--- config.mk ---
export PLATFORM = sky130hd
export DESIGN_NAME = uart_rx_core
export DESIGN_NICKNAME = d
export VERILOG_FILES = /design/src/rtl/uart_pkg.sv /design/src/rtl/uart_rx_sync.sv /design/src/rtl/uart_rx_core.sv
export SDC_FILE = /design/constraint.sdc
export NUM_CORES = 1
export LEC_CHECK = 0
export BUFFER_PORTS_ARGS = -buffer_cell sky130_fd_sc_hd__clkbuf_2
export CAP_MARGIN = 15
export CORE_ASPECT_RATIO = 1.75
export CORE_UTILIZATION = 50
export DETAILED_ROUTE_END_ITERATION = 12
export HOLD_SLACK_MARGIN = 0.05
export PLACE_DENSITY = 0.66
export SYNTH_ARGS = -nofsm -noshare
export SYNTH_HDL_FRONTEND = slang
export SYNTH_SLANG_ARGS = --single-unit
export TNS_END_PERCENT = 5
--- constraint.sdc ---
create_clock -name clk -period 2.8 [get_ports clk]
set_clock_uncertainty 0.1 [all_clocks]
set_input_delay 0.56 -clock clk [delete_from_list [all_inputs] [get_ports clk]]
set_output_delay 0.56 -clock clk [all_outputs]
set_load 0.02 [all_outputs]
--- src/rtl/uart_pkg.sv ---
// uart_pkg: shared receiver state encoding, parity modes and bit-vote helper.
package uart_pkg;

   typedef enum logic [2:0] {
      S_IDLE,
      S_START,
      S_DATA,
      S_PARITY,
      S_STOP,
      S_WAIT_HIGH
   } rx_state_e;

   localparam logic PAR_EVEN = 1'b0;
   localparam logic PAR_ODD  = 1'b1;

   function automatic logic maj3(input logic a, input logic b, input logic c);
      return (a & b) | (a & c) | (b & c);
   endfunction

endpackage

--- src/rtl/uart_rx_sync.sv ---
// uart_rx_sync: two-flop synchronizer for the serial line, resets to the idle-high level.
module uart_rx_sync (
   input  logic clk,
   input  logic rst_n,
   input  logic d_i,
   output logic q_o
);

   logic [1:0] ff_q;

   always_ff @(posedge clk or negedge rst_n)
      if (!rst_n) ff_q <= 2'b11;
      else        ff_q <= {ff_q[0], d_i};

   assign q_o = ff_q[1];

endmodule

--- src/rtl/uart_rx_core.sv ---
// uart_rx_core: oversampling UART receiver with majority-vote bit sampling,
// optional parity and a single-entry output buffer with overrun reporting.
module uart_rx_core
   import uart_pkg::*;
#(
   parameter int DATA_BITS  = 8,
   parameter int OVERSAMPLE = 16,
   parameter int PARITY_EN  = 0,
   parameter int PARITY_ODD = 0
) (
   input  logic                 clk,
   input  logic                 rst_n,
   input  logic                 baud_tick_i,
   input  logic                 rx_i,
   output logic [DATA_BITS-1:0] rx_data_o,
   output logic                 rx_valid_o,
   input  logic                 rx_ready_i,
   output logic                 parity_err_o,
   output logic                 frame_err_o,
   output logic                 overrun_o
);

   localparam int M  = OVERSAMPLE / 2;
   localparam int TW = $clog2(OVERSAMPLE);
   localparam int BW = $clog2(DATA_BITS);
   localparam logic [TW-1:0] T_LAST = TW'(OVERSAMPLE - 1);
   localparam logic [TW-1:0] T_M1   = TW'(M - 1);
   localparam logic [TW-1:0] T_M    = TW'(M);
   localparam logic [TW-1:0] T_P1   = TW'(M + 1);
   localparam logic [BW-1:0] B_LAST = BW'(DATA_BITS - 1);
   localparam logic          PMODE  = (PARITY_ODD != 0) ? PAR_ODD : PAR_EVEN;

   logic                 rxs;
   rx_state_e            state_q, state_d;
   logic [TW-1:0]        tick_q, tick_d, cur;
   logic [BW-1:0]        bit_q, bit_d;
   logic [DATA_BITS-1:0] shift_q, shift_d, data_q, data_d;
   logic [1:0]           samp_q, samp_d;
   logic                 pc_q, pc_d, valid_q, valid_d, perr_q, perr_d, ferr_q, ferr_d, ovr_q, ovr_d;
   logic                 bit_v, mid, last, done, accept, load;

   uart_rx_sync u_sync (.clk(clk), .rst_n(rst_n), .d_i(rx_i), .q_o(rxs));

   // tick_q is the index of the last tick consumed; cur is the index of this one
   assign cur    = (tick_q == T_LAST) ? '0 : tick_q + 1'b1;
   assign bit_v  = maj3(samp_q[0], samp_q[1], rxs);
   assign mid    = baud_tick_i && cur == T_P1;
   assign last   = baud_tick_i && cur == T_LAST;
   assign done   = state_q == S_STOP && mid;
   assign accept = valid_q && rx_ready_i;

   always_ff @(posedge clk or negedge rst_n)
      if (!rst_n) begin
         state_q <= S_IDLE;
         tick_q  <= '0;
         bit_q   <= '0;
         shift_q <= '0;
         samp_q  <= '0;
         pc_q    <= 1'b0;
         data_q  <= '0;
         valid_q <= 1'b0;
         perr_q  <= 1'b0;
         ferr_q  <= 1'b0;
         ovr_q   <= 1'b0;
      end else begin
         state_q <= state_d;
         tick_q  <= tick_d;
         bit_q   <= bit_d;
         shift_q <= shift_d;
         samp_q  <= samp_d;
         pc_q    <= pc_d;
         data_q  <= data_d;
         valid_q <= valid_d;
         perr_q  <= perr_d;
         ferr_q  <= ferr_d;
         ovr_q   <= ovr_d;
      end

   always_comb begin
      state_d = state_q;
      tick_d  = tick_q;
      bit_d   = bit_q;
      shift_d = shift_q;
      samp_d  = samp_q;
      pc_d    = pc_q;
      if (baud_tick_i && state_q != S_IDLE && state_q != S_WAIT_HIGH) begin
         tick_d = cur;
         if (cur == T_M1) samp_d[0] = rxs;
         if (cur == T_M)  samp_d[1] = rxs;
      end
      case (state_q)
         S_IDLE:
            if (baud_tick_i && !rxs) begin
               state_d = S_START;
               tick_d  = '0;
               bit_d   = '0;
            end
         S_START:
            if (mid && bit_v) begin
               state_d = S_IDLE;
               tick_d  = '0;
            end else if (last) state_d = S_DATA;
         S_DATA: begin
            if (mid) shift_d = {bit_v, shift_q[DATA_BITS-1:1]};
            if (last) begin
               bit_d = (bit_q == B_LAST) ? '0 : bit_q + 1'b1;
               if (bit_q == B_LAST) state_d = (PARITY_EN != 0) ? S_PARITY : S_STOP;
            end
         end
         S_PARITY: begin
            if (mid) pc_d = ((^shift_q) ^ bit_v) != PMODE;
            if (last) state_d = S_STOP;
         end
         S_STOP:
            if (mid) begin
               state_d = bit_v ? S_IDLE : S_WAIT_HIGH;
               tick_d  = '0;
            end
         S_WAIT_HIGH: if (rxs) state_d = S_IDLE;
         default: state_d = S_IDLE;
      endcase
   end

   // a completed frame loads only into a free buffer or one being drained this cycle
   always_comb begin
      load    = done && (!valid_q || accept);
      data_d  = load ? shift_q : data_q;
      perr_d  = load ? pc_q : perr_q;
      ferr_d  = load ? !bit_v : ferr_q;
      valid_d = load || (valid_q && !accept);
      ovr_d   = done && !load;
   end

   assign rx_data_o    = data_q;
   assign rx_valid_o   = valid_q;
   assign parity_err_o = perr_q;
   assign frame_err_o  = ferr_q;
   assign overrun_o    = ovr_q;

endmodule

==> impl_results.md, run 1 <==
* Global route overflow at 0
* Final setup TNS at 0 ps
* DIE AREA at 0.00395 mm^2
* Fmax at 0.425 GHz
* Largest net degree at the start of global routing at 36
* Internal Dissipation at 1.03 mW
* Worst ir drop on vdd at 0.000501 V
* GPL Wtd Cong at 0.789
* # DRC at 0
* Hold-fix buffers, CTS at 0
* Root buf cell: clkbuf_8
* Sequential fraction of the synthesis area at 0.476
* CP Cell Sequence: ha_1, nand2b_2, o22a_1, o21ai_0, and3b_1, nor2_1
* Hpwl dp at 2700 um
* Post-route ant nets at 0
* CTS tree: done
* First-pass GRT wire length at 5830 um
* Switching power at 481 uW
* Ys async rst share at 1.00
* Initial antenna violation count at 0
* Tmin final at 2350 ps
* Crit path capture type: register
* Initial Utilization at 0.532
* Final Power at 1.51 mW
* PostCTS Resize Cnt at 0
* Die W at 47.9 um
* Drt wl/cell at 15.8 um
* Worst Path Max Fanout at 9
* Port bufs at 16
* Critical path's slowest cell: dfrtp_1
* Vias/cell at 5.58
* Ports at 17
* Max stage delay on crit path at 480 ps
* Pre-Repair DR Iteration Count at 4
* Initial DRC count at 30
* Status: finished clean
* Pins Over Slew Limit at 0
* Drt total wl at 3630 um
* CTS HTree Levels at 2
* Least-Margin Pin Slew at 869 ps
* Number of fill cells at 284
* Rows at 28
* Diode count at 0
* HP Class: input port to register
* GRT Total Usage at 0.217
* Register area at 878 um^2
* Final setup fails at 0
* Relative slew slack at 0.421
* Post-synth net total at 176
* Area Overhead vs Synth at 13.0%
* Commonest non-fill, non-tap cell in the layout: dfrtp_1
* WS Path Type: register to register
* CP Data Required Time at 2880 ps
* P_leak at 1.04 nW
* RSZ-0062 raised after global routing: false
* Max_cap viols at 0
* Final hold vios at 0
* CORE AREA at 0.00347 mm^2
* Switching share of power at 0.319
* Die height at 82.4 um
* Clock transition at path regs at 80 ps
* Mapped cell area at 0.00185 mm^2
* Ratio of final minimum period to clock period at 0.840
* Clk pwr share at 0.362
* Startpoint types: register
* Setup bufs post-CTS at 0
* Layout cell share with drive strength beyond 1 at 0.283
* Top FF cell, synth: dfrtp_1
* Cells after synthesis at 165
* Yosys Warn Count at 0
* Gate power share at 0.215
* Clock buffer depth at 2
* Number of global-route vias before repair at 1261
* Arrival @ worst endpoint at 2430 ps
* Final net count at 194
* #FFs+latches synth at 35
* Total number of vias at 1277
* Multi-input gate area at 913 um^2
* Later-pin clock latency in the skew report at 290 ps
* Power Density at 723 mW/mm^2
* Commonest cells after routing, fill and taps aside: 33 x dfrtp_1, 16 x nand2_1, 16 x clkbuf_2
* Total clock buffers created by CTS at 5
* Avg Synthesized Cell Area at 11.2 um^2
* Synth unique cells at 45
* Clock net sink count at 35
* Part of the power in registers at 0.423
* Number of synthesized flops with an enable pin at 0
worst max-delay path, delay by kind of cell, from the launching register on:
kind / cells / cell delay (ps)
compound gates: 2 / 680
fa+ha+maj: 1 / 330
flops: 1 / 480
simple gates: 3 / 640
cell families (layout without fill, tap and decap cells):
| family | after synthesis | in the layout | synth area share |
|---|---|---|---|
| AO/OA/AOI/OAI | 33 | 33 | 0.122 |
| XOR/XNOR | 11 | 11 | 0.0522 |
| adder cells (fa/ha/maj) | 7 | 7 | 0.0461 |
| buffers and inverters | 11 | 30 | 0.0298 |
| flip-flops | 35 | 35 | 0.476 |
| multiplexers | 18 | 18 | 0.126 |
| AND/OR/NAND/NOR | 50 | 50 | 0.148 |
sequential cells by signal, indices dropped and copies added (netlist names):
register,count
parity_err_o,1
samp_q,2
bit_q,3
state_q,3
overrun_o,1
tick_q,4
rx_data_o,8
shift_q,8
pc_q,1
rx_valid_o,1
frame_err_o,1
u_sync.ff_q,2
cells in the mapped netlist (2+ instances only):
| master | instances | area share |
|---|---|---|
| inv_1 | 6 | 0.012 |
| buf_2 | 2 | 0.0054 |
| xor2_1 | 2 | 0.0095 |
| nand2_1 | 16 | 0.033 |
| a21o_1 | 5 | 0.020 |
| dfrtp_1 | 33 | 0.45 |
| nand2_2 | 2 | 0.0068 |
| mux2_2 | 10 | 0.061 |
| dfstp_2 | 2 | 0.028 |
| ha_1 | 6 | 0.041 |
| a21oi_1 | 8 | 0.022 |
| nand3_1 | 7 | 0.019 |
| mux2_4 | 8 | 0.065 |
| nor2_1 | 10 | 0.020 |
| o21ai_0 | 10 | 0.027 |
| xnor2_1 | 9 | 0.043 |
metal layers:
layer | track usage | vias up | routed length [um]
met5 | 0 | - | 0
met4 | 0.100 | 0 | 93
met3 | 0.0391 | 10 | 68
met2 | 0.389 | 28 | 2050
met1 | 0.231 | 625 | 1420
li1 | - | 614 | -
per-stage QoR:
step	hold WS [ps]	util	cells	instance area, um^2	setup WS [ps]
floorplan	164	-	165	1850	717
global placement	246	0.562	221	1950	572
detailed placement	248	0.562	221	1950	487
CTS	235	0.602	229	2090	459
global route	236	0.602	229	2090	286
finish	241	0.602	229	2090	448
path summary, 6_finish.rpt:
check | startpoint | end | slack, ps | cells after the start
worst max-delay path | tick_q[0] | tick_q[3] | 450 | 6
worst min-delay path | rx_i | u_sync.ff_q[0] | 240 | 1
worst max register to register | tick_q[0] | tick_q[3] | 450 | 6
worst min register to register | u_sync.ff_q[0] | u_sync.ff_q[1] | 260 | 0
max in group asynchronous | rst_n | shift_q[5] | 1790 | 1
min in group asynchronous | rst_n | shift_q[1] | 270 | 1
final cells by class:
class | count | area share
multi-input cells | 119 | 0.438
inverters | 6 | 0.0108
well taps | 45 | 0.0270
clock buffers | 5 | 0.0330
repair buffers | 16 | 0.0384
clock inverters | 3 | 0.0324
flip-flops and latches | 35 | 0.421
power by group through the flow:
| stage | Combinational (mW) | Sequential [mW] | Clock, mW |
|---|---|---|---|
| after floorplan | 0.286 | 0.600 | 0 |
| after global placement | 0.316 | 0.635 | 0 |
| after detailed placement | 0.321 | 0.643 | 0 |
| after CTS | 0.324 | 0.633 | 0.552 |
| after global routing | 0.369 | 0.645 | 0.577 |
| final | 0.325 | 0.637 | 0.546 |
(Power assumes the default switching activity.)
==> run 2, diff against run 1 <==
==> constraint.sdc (replaced) <==
create_clock -name clk -period 2.3 [get_ports clk]
set_clock_uncertainty 0.1 [all_clocks]
set_input_delay 0.46 -clock clk [delete_from_list [all_inputs] [get_ports clk]]
set_output_delay 0.46 -clock clk [all_outputs]
set_load 0.02 [all_outputs]
==> run 2 against run 1 <==
Compared with the run above:
- register-to-register slack worse by 320 ps
- power up 8.7%
- worst hold slack worse by 82 ps
- design area down 0.30%
- non-clock buffer count up 6
- clock-buffer cell count up 1
- sequential share of layout area up 0.13 points
- first-iteration DRC count up 17%
- largest cell class unchanged
- highest routed layer unchanged
==> impl_results.md, run 2 (synthesis results as in run 1) <==
* Status: finished clean (unchanged)
* Commonest non-fill, non-tap cell in the layout: dfrtp_1 (unchanged)
* CP Capture Point: state_q[2] (was tick_q[3])
* Ports at 17 (unchanged)
* Initial antenna violation count at 0 (unchanged)
* Die height at 82.4 um (unchanged)
* GPL Wtd Cong at 0.802 (was 0.789)
* Max_cap viols at 0 (unchanged)
* Fmax at 0.461 GHz (was 0.425 GHz)
* Port bufs at 16 (unchanged)
* Rows at 28 (unchanged)
* PostCTS Resize Cnt at 0 (unchanged)
* Layout cell share with drive strength beyond 1 at 0.300 (was 0.283)
* Initial Utilization at 0.532 (unchanged)
* Final net count at 200 (was 194)
* Worst Path Max Fanout at 8 (was 9)
* Clock transition at path regs at 70 ps (was 80 ps)
* Flop2flop setup slack at 130 ps (was 450 ps)
* P_leak at 1.04 nW (about the same)
* Clock net sink count at 35 (unchanged)
* Root buf cell: clkbuf_8 (unchanged)
* CTS tree: done (unchanged)
* Diode count at 0 (unchanged)
* CP Data Required Time at 2400 ps (was 2880 ps)
* Startpoint types: register (unchanged)
* R2r startpoint: tick_q[1] (was tick_q[0])
* Reg2reg path depth at 8 (was 6)
* Pins Over Slew Limit at 0 (unchanged)
* Clock buffer depth at 2 (unchanged)
* Largest net degree at the start of global routing at 36 (unchanged)
* Area Overhead vs Synth at 12.7% (was 13.0%)
* GRT Total Usage at 0.222 (was 0.217)
* CTS HTree Levels at 2 (unchanged)
* DIE AREA at 0.00395 mm^2 (unchanged)
* Worst ir drop on vdd at 0.000465 V (was 0.000501 V)
* Final hold vios at 0 (unchanged)
* # DRC at 0 (unchanged)
* Final setup fails at 0 (unchanged)
* Crit path capture type: register (unchanged)
* Vias/cell at 5.56 (was 5.58)
* Total number of vias at 1306 (was 1277)
* Total clock buffers created by CTS at 5 (unchanged)
* Commonest cells after routing, fill and taps aside: 33 x dfrtp_1, 16 x nand2_1, 16 x clkbuf_2 (unchanged)
* Pre-Repair DR Iteration Count at 4 (unchanged)
* Ratio of final minimum period to clock period at 0.942 (was 0.840)
* Arrival @ worst endpoint at 2260 ps (was 2430 ps)
* Critical R2R Capture: state_q[2] (was tick_q[3])
* Tmin final at 2170 ps (was 2350 ps)
* RSZ-0062 raised after global routing: false (unchanged)
* Power Density at 788 mW/mm^2 (was 723 mW/mm^2)
* Number of fill cells at 294 (was 284)
* Hold-fix buffers, CTS at 0 (unchanged)
* Hpwl dp at 2680 um (was 2700 um)
* Setup bufs post-CTS at 0 (unchanged)
* Setup crit start: tick_q[1] (was tick_q[0])
* Final Power at 1.64 mW (was 1.51 mW)
* WS Path Type: register to register (unchanged)
* Global route overflow at 0 (unchanged)
* CORE AREA at 0.00347 mm^2 (unchanged)
* Die W at 47.9 um (unchanged)
* Final setup TNS at 0 ps (unchanged)
* HP Class: input port to register (unchanged)
* Later-pin clock latency in the skew report at 280 ps (was 290 ps)
* Hold Slack at 159 ps (was 241 ps)
* Drt wl/cell at 15.3 um (was 15.8 um)
* First-pass GRT wire length at 6100 um (was 5830 um)
* Drt total wl at 3600 um (was 3630 um)
* Post-route ant nets at 0 (unchanged)
* Number of global-route vias before repair at 1347 (was 1261)
* Hold Path Origin: rx_i (unchanged)
* Initial DRC count at 35 (was 30)
* Relative slew slack at 0.434 (was 0.421)
* Least-Margin Pin Slew at 850 ps (was 869 ps)
[run 2: changes by cell type in the layout (fill, tap and decap cells not counted), sizes merged]
cell	previous run	this run
buf	0	6
clkbuf	21	22
clkinv	0	1
bufinv	2	0
[run 2: final cells by class]
type	instances	area, um^2	share of cell area
multi-input combinational	119	913	0.439
clock inverter	2	12.5	0.00601
sequential	35	878	0.422
timing repair buffer	22	125	0.0601
tap	45	56.3	0.0271
inverter	6	22.5	0.0108
clock buffer	6	72.6	0.0349
[run 2: worst max-delay path, stage by stage (launching register included)]
cell and delay [ps]:
dfrtp_1 500, ha_1 220, buf_4 150, and2b_1 180, a21oi_1 210, o22a_2 230, o21ai_0 110, a21o_1 190
a32oi_1 200
[run 2: routing by layer]
layer  GRT usage  up-vias  wire length [um]
met4      0.0917        0                61
met5           0        -                 0
li1            -      624                 -
met1       0.245      653              1410
met2       0.395       23              2060
met3      0.0413        6                74
[run 2: metrics by stage]
step,area [um^2],utilization,setup WS [ps],instances
after CTS,2080,0.600,156,235
after floorplan,1850,-,217,165
final,2080,0.600,133,235
after detailed placement,2000,0.575,175,227
after global placement,2000,0.575,248,227
after global routing,2080,0.600,25.0,235
[run 2: report_power, final]
group          internal [mW]  total (mW)  switching [mW]
Combinational          0.180       0.448           0.267
Sequential             0.671       0.763          0.0923
Clock                  0.211       0.428           0.217
Total                   1.06        1.64           0.576
[run 2: worst min path at each step]
stage / to / slack, ps / cells after the start
finish: u_sync.ff_q[0] / 160 / 1
global route: u_sync.ff_q[0] / 150 / 1
CTS: u_sync.ff_q[0] / 160 / 1
detailed placement: u_sync.ff_q[1] / 250 / 0
global placement: u_sync.ff_q[1] / 250 / 0
floorplan: bit_q[0] / 60 / 0
